<file path="src/rtl/buzz_tone_gen.sv">
// Buzzer square-wave generator: qualifies the requested tone period, plays it at one
// of four duty levels, applies note changes only at period boundaries, and releases.
module buzz_tone_gen #(
  parameter int unsigned CNT_W           = 32,
  parameter int unsigned MIN_PERIOD      = 64,
  parameter int unsigned RELEASE_PERIODS = 4
) (
  input  logic             clk,
  input  logic             reset,
  input  logic             modechange,
  input  logic [CNT_W-1:0] frequency,
  input  logic [1:0]       volume,
  output logic             pwm,
  output logic             active,
  output logic             period_done
);

  localparam int unsigned      REL_W    = (RELEASE_PERIODS > 0) ? $clog2(RELEASE_PERIODS + 1) : 1;
  localparam logic [CNT_W-1:0] MIN_P    = CNT_W'(MIN_PERIOD);
  localparam logic [REL_W-1:0] REL_INIT = REL_W'(RELEASE_PERIODS);

  typedef enum logic [1:0] {
    IDLE,
    PLAY,
    RELEASE
  } state_t;

  state_t           state_q, state_d;
  logic [CNT_W-1:0] cnt_q, cnt_d;
  logic [CNT_W-1:0] cur_q, cur_d;
  logic [CNT_W-1:0] pend_q, pend_d;
  logic [REL_W-1:0] rel_q, rel_d;
  logic             pwm_q, pwm_d;

  logic [CNT_W-1:0] req;
  logic [CNT_W-1:0] high_cnt;
  logic             boundary;

  always_comb begin
    req      = (frequency >= MIN_P) ? frequency : '0;
    boundary = (state_q != IDLE) && (cnt_q == (cur_q - CNT_W'(1)));

    high_cnt = '0;
    if (state_q == RELEASE) begin
      if (volume != 2'd0) high_cnt = cur_q >> 3;
    end else begin
      case (volume)
        2'd3:    high_cnt = cur_q >> 1;
        2'd2:    high_cnt = cur_q >> 2;
        2'd1:    high_cnt = cur_q >> 3;
        default: high_cnt = '0;
      endcase
    end
  end

  always_comb begin
    state_d = state_q;
    cnt_d   = cnt_q;
    cur_d   = cur_q;
    pend_d  = req;
    rel_d   = rel_q;
    // pwm is derived from the registered counter, so it lags cnt by one cycle
    pwm_d   = (state_q != IDLE) && (cnt_q < high_cnt);

    case (state_q)
      IDLE: begin
        if (req != '0) begin
          cur_d   = req;
          cnt_d   = '0;
          state_d = PLAY;
        end
      end
      PLAY: begin
        if (boundary) begin
          cnt_d = '0;
          if (pend_q != '0) begin
            cur_d = pend_q;
          end else if (RELEASE_PERIODS > 0) begin
            rel_d   = REL_INIT;
            state_d = RELEASE;
          end else begin
            state_d = IDLE;
          end
        end else begin
          cnt_d = cnt_q + CNT_W'(1);
        end
      end
      RELEASE: begin
        if (boundary) begin
          cnt_d = '0;
          rel_d = rel_q - REL_W'(1);
          if (req != '0) begin
            cur_d   = req;
            state_d = PLAY;
          end else if (rel_q <= REL_W'(1)) begin
            state_d = IDLE;
          end
        end else begin
          cnt_d = cnt_q + CNT_W'(1);
        end
      end
      default: state_d = IDLE;
    endcase
  end

  always_ff @(posedge clk) begin
    if (!reset || modechange) begin
      state_q <= IDLE;
      cnt_q   <= '0;
      cur_q   <= '0;
      pend_q  <= '0;
      rel_q   <= '0;
      pwm_q   <= 1'b0;
    end else begin
      state_q <= state_d;
      cnt_q   <= cnt_d;
      cur_q   <= cur_d;
      pend_q  <= pend_d;
      rel_q   <= rel_d;
      pwm_q   <= pwm_d;
    end
  end

  assign pwm         = pwm_q;
  assign active      = (state_q != IDLE);
  assign period_done = boundary;

endmodule

</file>
<file path="config.mk">
export PLATFORM = sky130hd
export DESIGN_NAME = buzz_tone_gen
export DESIGN_NICKNAME = d
export VERILOG_FILES = /design/src/rtl/buzz_tone_gen.sv
export SDC_FILE = /design/constraint.sdc
export NUM_CORES = 1
export LEC_CHECK = 0
export CORE_ASPECT_RATIO = 0.7
export CORE_UTILIZATION = 25
export DETAILED_ROUTE_END_ITERATION = 6
export PLACE_DENSITY = 0.49
export SLEW_MARGIN = 20
export SYNTH_ARGS = -nofsm -noshare
export SYNTH_HDL_FRONTEND = slang
export SYNTH_SLANG_ARGS = --single-unit
</file>
<file path="constraint.sdc">
create_clock -name clk -period 9 [get_ports clk]
set_input_delay 1.8 -clock clk [delete_from_list [all_inputs] [get_ports clk]]
set_output_delay 1.8 -clock clk [all_outputs]
set_load 0.005 [all_outputs]
</file>
==> results of run 1 <==
[worst min path at each step]
stage	start	end	cells past startpoint
4_1_cts	rel_q[1]	rel_q[1]	2
5_1_grt	rel_q[1]	rel_q[1]	2
3_3_place_gp	rel_q[1]	rel_q[1]	2
2_1_floorplan	rel_q[0]	rel_q[0]	2
3_5_place_dp	rel_q[1]	rel_q[1]	2
6_report	rel_q[1]	rel_q[1]	2
[kinds of logic (layout without fill, tap and decap cells)]
| kind of cell | count (synthesis) | count (layout) | synth area share (%) |
|---|---|---|---|
| flops | 102 | 102 | 29.5 |
| simple gates | 297 | 297 | 23.1 |
| fa+ha+maj | 37 | 37 | 6.69 |
| buf+inv | 86 | 83 | 5.37 |
| mux | 61 | 61 | 8.92 |
| compound gates | 189 | 189 | 18.5 |
| xor+xnor | 62 | 62 | 7.85 |
[placed cells by master (no fill, tap or decap), drive strengths merged, types with 5 or more instances in the layout]
master | Yosys | final
mux2i | 56 | 56
dfxtp | 102 | 102
xnor2 | 36 | 36
nand2 | 28 | 28
xor2 | 26 | 26
nor3 | 17 | 17
inv | 18 | 23
a31oi | 36 | 36
and3 | 16 | 16
nand3 | 30 | 30
a21o | 17 | 17
nor2 | 93 | 93
nand2b | 6 | 6
clkdlybuf4s50 | 0 | 38
buf | 18 | 11
clkbuf | 50 | 9
a211oi | 34 | 34
o21ai | 21 | 21
nor4 | 31 | 31
o31ai | 5 | 5
or4 | 7 | 7
a21oi | 54 | 54
mux2 | 5 | 5
nand4 | 19 | 19
ha | 37 | 37
and2 | 26 | 26
[flip-flops by register name, summed over array words and instances (netlist names)]
| name | count |
|---|---|
| cur_q | 32 |
| pend_q | 32 |
| rel_q | 3 |
| state_q | 2 |
| pwm | 1 |
| cnt_q | 32 |
[metal layers]
| metal | part of all wire [%] | global-route usage [%] | vias to the layer above | routed length (um) |
|---|---|---|---|---|
| li1 | - | - | 3024 | - |
| met1 | 55 | 23.1 | 2910 | 11200 |
| met2 | 38 | 19.5 | 153 | 7800 |
| met3 | 6.2 | 3.58 | 15 | 1270 |
| met4 | 0.52 | 2.13 | 0 | 106 |
| met5 | 0 | 0 | - | 0 |
[power groups by stage]
stage / combinational (mW) / sequential, mW / clock, mW
6_report: 0.230 / 0.495 / 0.422
5_1_grt: 0.252 / 0.498 / 0.452
4_1_cts: 0.227 / 0.494 / 0.431
3_5_place_dp: 0.226 / 0.505 / 0
3_3_place_gp: 0.226 / 0.505 / 0
2_1_floorplan: 0.175 / 0.484 / 0
[final cells by class]
cell class | count | share of cell area, %
multi-input combinational | 646 | 57.5
sequential | 102 | 26.0
timing repair buffer | 49 | 5.86
tap | 364 | 5.80
clock buffer | 9 | 2.87
clock inverter | 7 | 1.10
inverter | 18 | 0.860
[metrics by stage]
| step | hold WS [ps] | utilization [%] | std cells | instance area (um^2) |
|---|---|---|---|---|
| 4_1_cts | 479 | 29.1 | 1195 | 7860 |
| 3_5_place_dp | 466 | 28.0 | 1179 | 7550 |
| 3_3_place_gp | 470 | 28.0 | 1179 | 7550 |
| 6_report | 478 | 29.1 | 1195 | 7860 |
| 5_1_grt | 523 | 29.1 | 1195 | 7860 |
| 2_1_floorplan | 450 | - | 834 | 6920 |
[critical path, stage by stage (launching register included)]
cell             delay [ps]
dfxtp_1                 430
nor4_2                  510
nand3_1                 390
nor3_1                  390
mux2_2                  380
a31oi_1                 450
nand4_4                 250
or2_2                   380
inv_1                    60
clkdlybuf4s50_1         490
==> flow_summary.json, run 1 <==
{
  "status": "finished clean",
  "end_kind": "primary output",
  "r2r_cells": 10,
  "grt_pass1_vias": 5554,
  "first_iter_violations": 400,
  "p_seq_share_pct": 43.1,
  "fmax_mhz": 169,
  "crit_start": "cur_q[10]",
  "numClockSinks": 102,
  "yosysUniqueCellTypes": 60,
  "synth_edf_count": 0,
  "grt_max_degree": 46,
  "syn_inst": 834,
  "ys.flop_type": "dfxtp_1",
  "leakage_nw": 2.87,
  "ys_async_sr_fraction_pct": 0,
  "synth.most_common_cell": "dfxtp_1",
  "coreArea_um2": 27000,
  "dr.pass1.iters": 6,
  "syn-num-nets": 908,
  "netSwitchingFraction_pct": 31.5,
  "grt_pass1_wl_mm": 32.7,
  "die_height_um": 141,
  "setup_violations": 0,
  "hold_viol": 0,
  "hpwlAfterDp_mm": 15.5,
  "syn_area_um2": 6920,
  "hold_buffers": 0,
  "avgSynthCellArea_um2": 8.29,
  "grt_overflow": 0,
  "antenna_found_initial": 0,
  "wl_per_cell_um": 17.1,
  "critPathLaunchType": "flip-flop",
  "post_cts_buffers": 0,
  "skew_ps": 13.4,
  "cts_tree": "done",
  "fin_ws_ps": 3080,
  "yosys.area.top_type": "dfxtp_1",
  "criticalPathCategory": "reg2out",
  "power_mw": 1.15,
  "io_pins": 40,
  "synth_warnings": 0,
  "hold_class": "reg2reg",
  "reg2reg_to": "cur_q[3]",
  "slew_headroom_pct": 35.5,
  "ant_nets": 0,
  "start_util_pct": 25.7,
  "nFillCells": 2887,
  "port_buffers": 39,
  "slew_viol_final": 0,
  "wl_mm": 20.4,
  "worstPathRequired_ps": 7200,
  "r2r_slack_ps": 4760,
  "place_congestion": 0.914,
  "post-route-min-period_ps": 5920,
  "route.detailed.drc": 0,
  "cp_max_fo": 10,
  "cts_resized": 0,
  "max-vdd-ir-drop_mv": 0.117,
  "track_usage_pct": 14.6,
  "final.setup.tns_ps": 0,
  "rsz0062_at_grt": "no",
  "n_antenna_cell": 0,
  "period_share_pct": 65.8,
  "clk_pin_slew_ps": 80,
  "place_ws_ps": 3520,
  "cp-endpoint": "period_done",
  "synthDominantCellAreaShare_pct": 29.5,
  "power_density_nw_per_um2": 146,
  "synth_common_cells": "dfxtp_1 (102), nor2_1 (93), mux2i_1 (56), a21oi_1 (54), clkbuf_1 (50)",
  "rr_startpoint": "cur_q[10]",
  "dieArea_um2": 28400,
  "area_growth_pct": 13.6,
  "insertion_delay_ps": 370,
  "clockBufferDepth": 2,
  "cts_buffers": 9,
  "p_switching_mw": 0.362,
  "register_area_um2": 2040,
  "drive_gt1_share_pct": 7.34,
  "p_int_mw": 0.785,
  "vias": 6102,
  "synth_seq_cells": 102,
  "htreeDepth": 3,
  "worstPathArrival_ps": 4120,
  "fin_nets": 900,
  "dieWidth_um": 201,
  "clkPwrFrac_pct": 36.8,
  "row_count": 50,
  "multi_input_area_um2": 4520,
  "ys_top_cells_by_area": "dfxtp_1 (30%), mux2i_1 (8.1%), ha_1 (6.7%)",
  "yosysSeqAreaShare_pct": 29.5,
  "tightestPinTransition_ps": 965,
  "pwr-share-comb_pct": 20.0,
  "clockRootBuffer": "clkbuf_16",
  "maxCapViolCount": 0,
  "vias_per_cell": 5.11
}
No activity file was read; power rests on OpenSTA's default activity.
==> run 2: changes to the inputs <==
--- a/config.mk
+++ b/config.mk
@@ -8,7 +8,7 @@
 export CORE_ASPECT_RATIO = 0.7
 export CORE_UTILIZATION = 25
 export DETAILED_ROUTE_END_ITERATION = 6
-export PLACE_DENSITY = 0.49
+export PLACE_DENSITY = 0.5
 export SLEW_MARGIN = 20
 export SYNTH_ARGS = -nofsm -noshare
 export SYNTH_HDL_FRONTEND = slang
==> constraint.sdc (replaced) <==
create_clock -name clk -period 4.8 [get_ports clk]
set_input_delay 0.96 -clock clk [delete_from_list [all_inputs] [get_ports clk]]
set_output_delay 0.96 -clock clk [all_outputs]
set_load 0.005 [all_outputs]
==> run 2 against run 1 <==
Against the previous run: clock skew is 4.4 ps lower; power is 87% higher; combinational power is 99% higher; clock power is 82% higher; non-clock buffer count is 22 higher; global-route usage is 0.12 points higher; cell count is 1.8% higher; clock-buffer cell count is 2 higher; sequential power is 86% higher; largest cell class unchanged.
==> flow_summary.json, run 2 (synthesized netlist as in run 1, its figures left out) <==
{
  "grt_pass1_vias": 5662,
  "setup_violations": 0,
  "route.detailed.drc": 0,
  "rsz0062_at_grt": "no",
  "coreArea_um2": 27000,
  "wl_mm": 20.7,
  "max-vdd-ir-drop_mv": 0.163,
  "power_mw": 2.15,
  "place_congestion": 0.938,
  "numClockSinks": 102,
  "criticalPathCategory": "reg2out",
  "post-route-min-period_ps": 4610,
  "first_iter_violations": 424,
  "row_count": 50,
  "clk_pin_slew_ps": 70,
  "slew_headroom_pct": 48.3,
  "leakage_nw": 2.98,
  "end_kind": "primary output",
  "grt_use_met3_pct": 2.80,
  "tightestPinTransition_ps": 767,
  "vias": 6186,
  "maxCapViolCount": 0,
  "grt_pass1_wl_mm": 32.8,
  "clockRootBuffer": "clkbuf_16",
  "critPathLaunchType": "flip-flop",
  "n_antenna_cell": 0,
  "cts_buffers": 9,
  "cp_max_fo": 8,
  "hold_class": "reg2reg",
  "htreeDepth": 3,
  "start_util_pct": 25.7,
  "dr.pass1.iters": 5,
  "die_height_um": 141,
  "hold_slack_ps": 477,
  "final_common_cell": "dfxtp_1",
  "top_regs": "cnt_q: 32 flops, cur_q: 32 flops, pend_q: 32 flops",
  "dp.cells": 1200,
  "grt_busiest_layer": "met1",
  "dieWidth_um": 201,
  "use_met2_pct": 19.8,
  "hpwlAfterDp_mm": 15.8,
  "track_usage_pct": 14.7,
  "layout_common_cells": "dfxtp_1 (100), nor2_1 (93), mux2i_1 (56), a21oi_1 (53), clkdlybuf4s50_1 (38)",
  "final.setup.tns_ps": 0,
  "drive_gt1_share_pct": 10.2,
  "area_growth_pct": 16.4,
  "antenna_found_initial": 0,
  "final_util_pct": 29.9,
  "io_pins": 40,
  "power_density_nw_per_um2": 267,
  "status": "finished clean",
  "finalNonFillerCells": 1217,
  "wl_per_cell_um": 17.0,
  "fmax_mhz": 217,
  "use_met1_pct": 23.7,
  "port_buffers": 39,
  "vias_per_cell": 5.08,
  "cts_tree": "done",
  "grt_overflow": 0,
  "worstPathArrival_ps": 3650,
  "hold_buffers": 0,
  "dieArea_um2": 28400,
  "hold_viol": 0,
  "grt_max_degree": 45,
  "skew_ps": 9.01,
  "ant_nets": 0,
  "fin_nets": 922,
  "worstPathRequired_ps": 3840,
  "period_share_pct": 96.0,
  "clockBufferDepth": 2,
  "slew_viol_final": 0,
  "insertion_delay_ps": 360
}
## run 2: cell types whose count changed in the layout (fill, tap and decap cells not counted), sizes merged
cell    before  now
buf         11   33
inv         23   20
clkbuf       9   11
clkinv       0    1
## run 2: worst paths after layout
check	end	slack, ps	cells past startpoint	from
setup / recovery	period_done	190	9	cur_q[5]
hold / removal	rel_q[1]	480	2	rel_q[1]
setup reg to reg	cur_q[28]	970	11	cur_q[5]
hold reg to reg	rel_q[1]	480	2	rel_q[1]
## run 2: final cells by class
class	count	area, um^2
Inverter	18	67.6
Timing Repair Buffer	71	626
Multi-Input combinational cell	646	4560
Clock buffer	11	233
Fill cell	2887	18900
Sequential cell	102	2040
Tap cell	364	455
Clock inverter	5	66.3
## run 2: metal layers
layer  wire length [um]  vias up  share of wire, %
met1              11500     2972                56
met2               8060      148                39
li1                   -     3056                 -
met3               1020       10               4.9
met4                108        0              0.52
met5                  0        -                 0
## run 2: repair_timing
action / in CTS / in global routing
resized for setup: 0 / 10
hold endpoints to repair: 0 / 0
buffers inserted: 0 / 1
endpoints found under the setup margin: 0 / 1
## run 2: metrics by stage
stage          setup slack (ps)  area [um^2]
2_1_floorplan              1120         6920
3_3_place_gp                501         7700
3_5_place_dp                467         7700
4_1_cts                    50.6         8000
5_1_grt                    36.4         8050
6_report                    194         8050
## run 2: report_power, final
part / total [mW] / internal (mW) / switching [mW]
Combinational: 0.457 / 0.195 / 0.262
Sequential: 0.923 / 0.874 / 0.0488
Clock: 0.768 / 0.412 / 0.356
## run 2: worst max-delay path, cell delays in order (launching register included)
cell and delay (ps):
dfxtp_2 400, nor4_4 590, and3_4 300, nand4b_1 130
or4_4 530, a2111oi_4 350, nand4_4 130, or2_4 310
inv_1 60, clkdlybuf4s50_1 490
